`config.mk`:
```
export PLATFORM = sky130hd
export DESIGN_NAME = invpre_stream
export DESIGN_NICKNAME = d
export VERILOG_FILES = /design/src/rtl/invpre_stream.sv
export SDC_FILE = /design/constraint.sdc
export NUM_CORES = 1
export LEC_CHECK = 0
export CAP_MARGIN = 0
export CORE_MARGIN = 1
export CORE_UTILIZATION = 35
export CTS_BUF_LIST = sky130_fd_sc_hd__clkbuf_16
export CTS_CLUSTER_DIAMETER = 50
export DETAILED_ROUTE_END_ITERATION = 16
export SLEW_MARGIN = 40
export SYNTH_ARGS = -nofsm -noshare
export SYNTH_HDL_FRONTEND = slang
export SYNTH_SLANG_ARGS = --single-unit
export TNS_END_PERCENT = 20
```
`constraint.sdc`:
```
create_clock -name clk -period 8.87 [get_ports clk]
set_input_delay 1.774 -clock clk [delete_from_list [all_inputs] [get_ports clk]]
set_output_delay 1.774 -clock clk [all_outputs]
set_load 0.02 [all_outputs]
```
`src/rtl/invpre_stream.sv`:
```
// invpre_stream: streaming inverse preprocessor.
//
// Rebuilds samples from mapped prediction residuals produced by the Rice
// decoder. A unit-delay predictor (x_hat = previous sample) is inverted
// through the residual mapping. Every R blocks of J samples a raw
// reference sample is inserted instead of a residual.
//
// Ports:
//   clk, reset    clock, asynchronous active-high reset
//   in_valid/in_ready/in_data/in_sync   input stream; in_sync marks a segment start
//   pre_en        1 = inverse mapping, 0 = bypass (sampled on the sync accept)
//   err_clr       clears the sticky err_sync flag
//   out_valid/out_ready/out_data        output stream (single output register)
//   out_ref       out_data is a raw reference sample
//   out_last      out_data is the last sample of a J-block
//   err_sync      sticky framing error (word before first sync, mid-block resync)
//   dbg_state_o   current FSM state (0 = IDLE, 1 = RUN)
//
// Handshake: a word transfers on a side when valid && ready are both high at
// a rising clock edge. valid never depends on ready; once out_valid is high
// out_data/out_ref/out_last hold until the sink takes them. in_ready is
// !out_valid || out_ready, so a pop and a push in the same cycle reload the
// output register without a bubble.
module invpre_stream #(
  parameter int N      = 16,
  parameter int J      = 16,
  parameter int R      = 128,
  parameter int SIGNED = 0
) (
  input  logic         clk,
  input  logic         reset,
  input  logic         in_valid,
  output logic         in_ready,
  input  logic [N-1:0] in_data,
  input  logic         in_sync,
  input  logic         pre_en,
  input  logic         err_clr,
  output logic         out_valid,
  input  logic         out_ready,
  output logic [N-1:0] out_data,
  output logic         out_ref,
  output logic         out_last,
  output logic         err_sync,
  output logic         dbg_state_o
);

  localparam int W  = N + 2;
  localparam int SW = $clog2(J);
  localparam int BW = (R > 1) ? $clog2(R) : 1;

  localparam logic [SW-1:0] S_LAST = SW'(J - 1);
  localparam logic [BW-1:0] B_LAST = BW'(R - 1);

  localparam logic [0:0] IDLE = 1'b0;
  localparam logic [0:0] RUN  = 1'b1;

  localparam logic signed [W-1:0] ONE_W = {{(W-1){1'b0}}, 1'b1};
  localparam logic signed [W-1:0] XMIN  = (SIGNED != 0) ? -(ONE_W <<< (N - 1)) : '0;
  localparam logic signed [W-1:0] XMAX  = (SIGNED != 0) ? ((ONE_W <<< (N - 1)) - ONE_W)
                                                        : ((ONE_W <<< N) - ONE_W);

  // State registers
  logic [0:0]    state_q, state_d;
  logic [SW-1:0] s_idx_q, s_idx_d;
  logic [BW-1:0] b_idx_q, b_idx_d;
  logic [N-1:0]  xhat_q, xhat_d;
  logic          mode_q, mode_d;
  logic          out_valid_q, out_valid_d;
  logic [N-1:0]  out_data_q, out_data_d;
  logic          out_ref_q, out_ref_d;
  logic          out_last_q, out_last_d;
  logic          err_q, err_d;

  // Datapath
  logic                accept;
  logic [SW-1:0]       s_cur, s_nxt;
  logic [BW-1:0]       b_cur, b_nxt;
  logic                is_ref;
  logic                mode_eff;
  logic signed [W-1:0] xhat_w, d_w, lo_gap, hi_gap, theta, delta, x_w;
  logic [N-1:0]        x_map, x_new;

  assign in_ready    = !out_valid_q || out_ready;
  assign accept      = in_valid && in_ready;
  assign out_valid   = out_valid_q;
  assign out_data    = out_data_q;
  assign out_ref     = out_ref_q;
  assign out_last    = out_last_q;
  assign err_sync    = err_q;
  assign dbg_state_o = state_q;

  // A sync word restarts the counters for itself, so position and reference
  // status are derived from the restarted values, not the registered ones.
  assign s_cur    = in_sync ? '0 : s_idx_q;
  assign b_cur    = in_sync ? '0 : b_idx_q;
  assign is_ref   = (s_cur == '0) && (b_cur == '0);
  assign mode_eff = in_sync ? pre_en : mode_q;

  assign s_nxt = (s_cur == S_LAST) ? '0 : s_cur + SW'(1);
  assign b_nxt = (s_cur != S_LAST) ? b_cur :
                 ((b_cur == B_LAST) ? '0 : b_cur + BW'(1));

  assign xhat_w = (SIGNED != 0) ? {{2{xhat_q[N-1]}}, xhat_q} : {2'b00, xhat_q};
  assign d_w    = $signed({2'b00, in_data});

  // Inverse residual mapping. Small residuals alternate around x_hat
  // (even = up, odd = down); past 2*theta the near side of the range is
  // exhausted and the residual walks away from the closer bound.
  always_comb begin
    lo_gap = xhat_w - XMIN;
    hi_gap = XMAX - xhat_w;
    theta  = (lo_gap < hi_gap) ? lo_gap : hi_gap;
    if (d_w <= (theta <<< 1)) begin
      if (d_w[0] == 1'b0) delta = d_w >>> 1;
      else                delta = -((d_w + ONE_W) >>> 1);
    end else if (theta == lo_gap) begin
      delta = d_w - theta;
    end else begin
      delta = theta - d_w;
    end
    x_w = xhat_w + delta;
    // Clamp only matters for residuals beyond the representable span.
    if (x_w < XMIN)      x_map = XMIN[N-1:0];
    else if (x_w > XMAX) x_map = XMAX[N-1:0];
    else                 x_map = x_w[N-1:0];
  end

  assign x_new = (is_ref || !mode_eff) ? in_data : x_map;

  always_comb begin
    state_d     = state_q;
    s_idx_d     = s_idx_q;
    b_idx_d     = b_idx_q;
    xhat_d      = xhat_q;
    mode_d      = mode_q;
    out_valid_d = out_valid_q;
    out_data_d  = out_data_q;
    out_ref_d   = out_ref_q;
    out_last_d  = out_last_q;
    // A new error in the same cycle as err_clr wins below.
    err_d       = err_q && !err_clr;

    if (out_valid_q && out_ready) out_valid_d = 1'b0;

    if (accept) begin
      if ((state_q == IDLE) && !in_sync) begin
        // Unframed word: drop it and flag the framing error.
        err_d = 1'b1;
      end else begin
        state_d = RUN;
        if (in_sync && (state_q == RUN) && (s_idx_q != '0)) err_d = 1'b1;
        if (in_sync) mode_d = pre_en;
        out_valid_d = 1'b1;
        out_data_d  = x_new;
        out_ref_d   = is_ref;
        out_last_d  = (s_cur == S_LAST);
        xhat_d      = x_new;
        s_idx_d     = s_nxt;
        b_idx_d     = b_nxt;
      end
    end
  end

  always_ff @(posedge clk or posedge reset) begin
    if (reset) begin
      state_q     <= IDLE;
      s_idx_q     <= '0;
      b_idx_q     <= '0;
      xhat_q      <= '0;
      mode_q      <= 1'b1;
      out_valid_q <= 1'b0;
      out_data_q  <= '0;
      out_ref_q   <= 1'b0;
      out_last_q  <= 1'b0;
      err_q       <= 1'b0;
    end else begin
      state_q     <= state_d;
      s_idx_q     <= s_idx_d;
      b_idx_q     <= b_idx_d;
      xhat_q      <= xhat_d;
      mode_q      <= mode_d;
      out_valid_q <= out_valid_d;
      out_data_q  <= out_data_d;
      out_ref_q   <= out_ref_d;
      out_last_q  <= out_last_d;
      err_q       <= err_d;
    end
  end

endmodule

```
---- Word-level counts from Yosys, hierarchy flattened ----
Index checks and enable logic that the tools add are counted.
operators by class
  add/subtract/negate cells ............... 8
  eq/ne operators ......................... 4
  magnitude comparators ................... 4
  reduce and logical (&&, ||, !) cells .... 17
  multiplexer cells ....................... 19
  bitwise operators ....................... 2
operators with widths
  kind                      number
  $mux W18                  4
  $mux W16                  3
  $mux W7                   3
  $add A17 B18 Y18          1
  $eq A18 B17 Y1            1
  $gt A18 B17 Y1 const B    1
  $le A17 B18 Y1            1
  $lt A18 B1 Y1 const B     1
  $neg A16 Y18              1
  $sub A17 B18 Y18          1
  $sub A18 B17 Y18          1
  $add A16 B1 Y17 const B   1
  $lt A17 B17 Y1            1
  $sub A16 B16 Y17 const A  1
  $mux W4                   2
  $add A7 B1 Y7 const B     1
  $eq A7 B7 Y1 const B      1
  $logic_and A1 B1 Y1       7
  $logic_not A7 Y1          1
  $mux W1                   7
  $add A4 B1 Y4 const B     1
  $eq A4 B4 Y1 const B      1
  $logic_not A1 Y1          4
  $logic_not A4 Y1          1
  5 further kinds           7
word-level totals
  register bits after elaboration ......... 33
  input port bits ......................... 23
  output and inout port bits .............. 22
  word-level logic and storage cells ...... 63

---- Logic depth before layout (Yosys ltp) ----
Gate-level depths: netlist (run 1).
  word-level depth ........................ 11
  gate-level depth with buffers ........... 29
  mapped depth without buffers ............ 23

---- Worst setup path before layout (run 1) ----
Ideal clock, no wire load.
  path kind ............................... register to register
  from .................................... reg out_data[15] (netlist name)
  to ...................................... reg out_data_q[15], in the netlist out_data[15]
  arrival time ............................ 6,470 ps
  period minus slack after synthesis ...... 6,560 ps
  stages on the path, launching flop included .. 26
  library setup time ...................... 91 ps
  path buffers ............................ 6
  path slack .............................. 2,310 ps
  path through ............................ dfrtp_1 > buf_2 > buf_2 > clkbuf_1 > clkbuf_1 > clkbuf_1 > xor2_1 > inv_1 > ha_1 > nand4_1 > nor4_1 > o21ai_1 > o41ai_4 > clkbuf_1 > o21ai_0 > ha_1 > fa_1 > a21oi_1 > o221ai_1 > nor4_1 > or3_1 > o211a_1 > nand3_1 > a211oi_1 > a211oi_1 > o221ai_1
RTL lines
  element                 RTL line  source
  end signal: assignment  183       out_data_q <= out_data_d;
  end: declaration        69        logic [N-1:0] out_data_q, out_data_d;

---- Worst setup path in the final report (run 1) ----
  from .................................... in in_data[0]
  to ...................................... reg out_data_q[15], in the netlist out_data[15]
between the ends
  word-level cells in the longest chain between the ends .. 9
  elaborated cells on any way between the ends .. 14
ends and longest elaborated chain
  element             RTL line  source
  start: declaration  34        input logic [N-1:0] in_data,
  $add A16 B1 Y17     115       else delta = -((d_w + ONE_W) >>> 1);
  $neg A16 Y18        115
  $mux W18            114       if (d_w[0] == 1'b0) delta = d_w >>> 1;
  $mux W18 *          113       if (d_w <= (theta <<< 1)) begin
  $add A17 B18 Y18 *  121       x_w = xhat_w + delta;
  $gt A18 B17 Y1      124       else if (x_w > XMAX) x_map = XMAX[N-1:0];
  $mux W16            124
  $mux W16 *          123       if (x_w < XMIN) x_map = XMIN[N-1:0];
  $mux W16 *          128       assign x_new = (is_ref || !mode_eff) ? in_data : x_map;
Every way passes the cells marked *; elsewhere a longest branch is shown, timed or not.
A chain may end at the register's enable or synchronous reset.

==> results.json, run 1 <==
{
  "diodes": 0,
  "layout.cells.most_common_list": "sky130_fd_sc_hd__a21oi_1 (73), sky130_fd_sc_hd__ha_1 (63), sky130_fd_sc_hd__nor2_1 (57), sky130_fd_sc_hd__inv_1 (52), sky130_fd_sc_hd__nand2_1 (48)",
  "ctsRootBufferMaster": "sky130_fd_sc_hd__clkbuf_16",
  "detailed_place.area_sq_um": 6200,
  "fmax_ghz": 0.128,
  "critical_path_arrival_ps": 7980,
  "synth.area.top_cells": "sky130_fd_sc_hd__dfrtp_1 (14%), sky130_fd_sc_hd__ha_1 (14%), sky130_fd_sc_hd__a21oi_1 (6.5%)",
  "critical-path-max-stage-delay_ps": 910,
  "design.portCount": 45,
  "hold_buffers": 0,
  "rows": 45,
  "drtAntennaViolNets": 0,
  "syn-mean-instance-area_sq_um": 7.42,
  "grt_first_pass_wirelength_um": 28300,
  "synth-edff-count": 0,
  "post_cts.resized_instances": 0,
  "numCtsBuffers": 5,
  "initial_core_util": 0.364,
  "cp_slowest_cell": "sky130_fd_sc_hd__clkdlybuf4s50_1",
  "drt_pass1_iterations": 5,
  "detailedPlacementHpwl_um": 13400,
  "cts.sinks": 33,
  "worst_skew_pair.late_latency_ps": 280,
  "finClkSkew_ps": 7.18,
  "globalplace.congestion": 0.867,
  "global_route.usage.total": 0.214,
  "synth.net_count": 844,
  "crit_path_start_kind": "input pin",
  "routedLengthMet1_um": 8520,
  "endpoint_kind": "register",
  "remaining_overflow_grt": 0,
  "number_of_setup_buffers_added_after_cts": 0,
  "worst_slew_margin_rel": 0.459,
  "layout_commonest_cell": "sky130_fd_sc_hd__a21oi_1",
  "top_layer_used": "met4",
  "timing_max_transition_violations_final": 0,
  "drt_wl_total_um": 17400,
  "worst_pin_slew_ps": 796,
  "postSynthCellCount": 756,
  "detail_route.wl_per_cell_um": 17.7,
  "seq_area_sq_um": 831,
  "number_of_antenna_violations_at_the_first_check_in_global_routing": 0,
  "yosys_warning_total": 0,
  "maximum_net_fanout_on_the_critical_path": 16,
  "yosysSeqAreaShare": 0.147,
  "drt_via_density": 5.84,
  "synth_top_area_frac": 0.143,
  "worstPathRequired_ps": 9060,
  "dp.cells": 977,
  "multiInputGateArea_sq_um": 4410,
  "largest_net_degree_at_the_start_of_global_routing": 44,
  "clockBufferDepth": 2,
  "layout.nets": 861,
  "path_class": "in2reg",
  "finalSetupTns_ps": 0,
  "drtIter0Drc": 587,
  "synth_async_sr_flop_share": 1.00,
  "cp_top_family": "simple AND/OR/NAND/NOR gates",
  "max_cap_violations": 0,
  "die_width_um": 129,
  "cp_cell_sequence": "clkdlybuf4s50_1, clkinv_1, ha_1, inv_1, ha_1, nand3_1, and4b_1, nor4_1, nor2_1, xnor2_1, mux2i_1, ha_1, nand2_1, o21ai_0, a31oi_1, a21oi_1, nor3_1, o21ba_2, or3_1, a211o_1, o221ai_1",
  "syn_to_final_growth_pct": 13.1,
  "final-setup-viol-count": 0,
  "cpMostUsedCell": "sky130_fd_sc_hd__ha_1",
  "period_minus_ws_final_ps": 7790,
  "fp.coreArea_sq_um": 15400,
  "outcome": "complete, no violations",
  "netlist_area_sq_um": 5610,
  "port-buffer-count": 44,
  "yosys_register_bits": 33,
  "cp.buffers_inverters": 3,
  "synth_largest_area_cell": "sky130_fd_sc_hd__dfrtp_1",
  "routed-wl-met2_um": 7780,
  "ys_dominant_reg_cell": "sky130_fd_sc_hd__dfrtp_1",
  "post-route-util": 0.411,
  "rsz0062_at_grt": "no",
  "finalHoldViolations": 0,
  "post_synth_num_cell_types": 79,
  "number_of_fillers_in_the_final_layout": 1647,
  "clk_pin_slew_ps": 60,
  "route.detailed.drc": 0,
  "floorplan.die_area_sq_um": 16500,
  "clock_tree_from_tritoncts": "yes",
  "post_route_design_area_sq_um": 6340,
  "dieHeight_um": 129,
  "htree_levels": 2,
  "final_layout_size_suffix_gt1_frac": 0.0426,
  "final_cell_count_no_fill": 985,
  "first_global_vias": 5211,
  "finalCritPeriodShare": 0.878,
  "vias": 5753,
  "met3RoutedLength_um": 919,
  "worst_hold_path_type": "reg2reg"
}
[per-layer routing]
layer  GRT usage  up-vias
met3      0.0183       20
li1            -     2832
met5           0        -
met1       0.317     2703
met4      0.0388        0
met2       0.340      198
[final cells by class]
type / instances / area share
Clock buffer: 5 / 0.0197
Clock inverter: 3 / 0.00276
Inverter: 53 / 0.0314
Multi-Input combinational cell: 628 / 0.695
Sequential cell: 33 / 0.131
Tap cell: 211 / 0.0416
Timing Repair Buffer: 52 / 0.0789
[sequential cells by signal, indices dropped and copies added (netlist names)]
name	flops
out_data	16
b_idx_q	7
s_idx_q	4
dbg_state_o	1
err_sync	1
mode_q	1
out_last	1
out_ref	1
out_valid	1
[worst register-to-register path, delay by kind of cell (launching register included)]
kind	cells	cell delay, ps
buffers and inverters	2	530
DFF	1	810
and+or+nand+nor	6	1370
AOI/OAI and AO/OA	9	2630
adders and majority gates	2	590
xor gates and xnor gates	1	310
[kinds of logic (layout without fill, tap and decap cells)]
family	Yosys count	in the layout	share of synthesized area
compound gates	265	265	0.314
simple gates	225	225	0.205
buf+inv	95	113	0.0678
fa+ha+maj	66	66	0.149
xor+xnor	62	62	0.0981
flops	33	33	0.147
mux	10	10	0.0183
[final timing paths]
| path | from | endpoint | slack, ps | cells after the start |
|---|---|---|---|---|
| max | in_data[0] | out_data[15]$_DFFE_PP0P_ | 1080 | 21 |
| max reg2reg | out_data[15]$_DFFE_PP0P_ | out_data[15]$_DFFE_PP0P_ | 2550 | 20 |
| min in group asynchronous | reset | b_idx_q[1]$_DFFE_PP0P_ | 1890 | 3 |
| max in group asynchronous | reset | out_data[15]$_DFFE_PP0P_ | 6640 | 3 |
| min | out_last$_DFFE_PP0P_ | out_last$_DFFE_PP0P_ | 480 | 1 |
| min reg2reg | out_last$_DFFE_PP0P_ | out_last$_DFFE_PP0P_ | 480 | 1 |
[through the flow]
step	setup slack, ps	hold WS [ps]
2_1_floorplan	2310	474
3_3_place_gp	949	473
3_5_place_dp	932	470
4_1_cts	1190	488
5_1_grt	692	497
6_report	1080	482
[synthesized netlist by cell type (3+ instances only)]
cell	count
sky130_fd_sc_hd__a41oi_1	3
sky130_fd_sc_hd__o21bai_1	6
sky130_fd_sc_hd__nand2b_1	11
sky130_fd_sc_hd__nand2_1	48
sky130_fd_sc_hd__a311oi_1	5
sky130_fd_sc_hd__a22o_1	5
sky130_fd_sc_hd__clkbuf_1	32
sky130_fd_sc_hd__o21ai_0	47
sky130_fd_sc_hd__xnor2_1	39
sky130_fd_sc_hd__dfrtp_1	32
sky130_fd_sc_hd__and3_1	11
sky130_fd_sc_hd__nand3b_1	4
sky130_fd_sc_hd__o221ai_1	3
sky130_fd_sc_hd__o31ai_1	6
sky130_fd_sc_hd__inv_1	52
sky130_fd_sc_hd__o22ai_1	11
sky130_fd_sc_hd__o21ai_1	10
sky130_fd_sc_hd__xor2_1	22
sky130_fd_sc_hd__nor3b_1	4
sky130_fd_sc_hd__or3_1	5
sky130_fd_sc_hd__a21o_1	19
sky130_fd_sc_hd__ha_1	63
sky130_fd_sc_hd__nor2b_1	4
sky130_fd_sc_hd__o2111ai_1	4
sky130_fd_sc_hd__nor4_1	7
sky130_fd_sc_hd__a21oi_1	73
sky130_fd_sc_hd__and2_1	5
sky130_fd_sc_hd__a21boi_0	5
sky130_fd_sc_hd__mux2i_1	8
sky130_fd_sc_hd__nor2_1	57
sky130_fd_sc_hd__nor3_1	23
sky130_fd_sc_hd__buf_2	7
sky130_fd_sc_hd__o211ai_1	9
sky130_fd_sc_hd__nand3_1	21
sky130_fd_sc_hd__a311o_1	4
sky130_fd_sc_hd__nand4_1	10
sky130_fd_sc_hd__a211oi_1	19
sky130_fd_sc_hd__a31oi_1	7
Power of run 1 is left out: the tool's default activity adds up to more than one toggle a clock period on the data nets, which glitch-free logic cannot reach.
==> run 2: changes to the inputs <==
--- a/config.mk
+++ b/config.mk
@@ -11,6 +11,7 @@
 export CTS_BUF_LIST = sky130_fd_sc_hd__clkbuf_16
 export CTS_CLUSTER_DIAMETER = 50
 export DETAILED_ROUTE_END_ITERATION = 16
+export HOLD_SLACK_MARGIN = 0.06
 export SLEW_MARGIN = 40
 export SYNTH_ARGS = -nofsm -noshare
 export SYNTH_HDL_FRONTEND = slang
==> results of run 2 <==
The final DEF is identical to that of run 1; final timing and power are the same.
Power of run 2 is left out for the same reason.
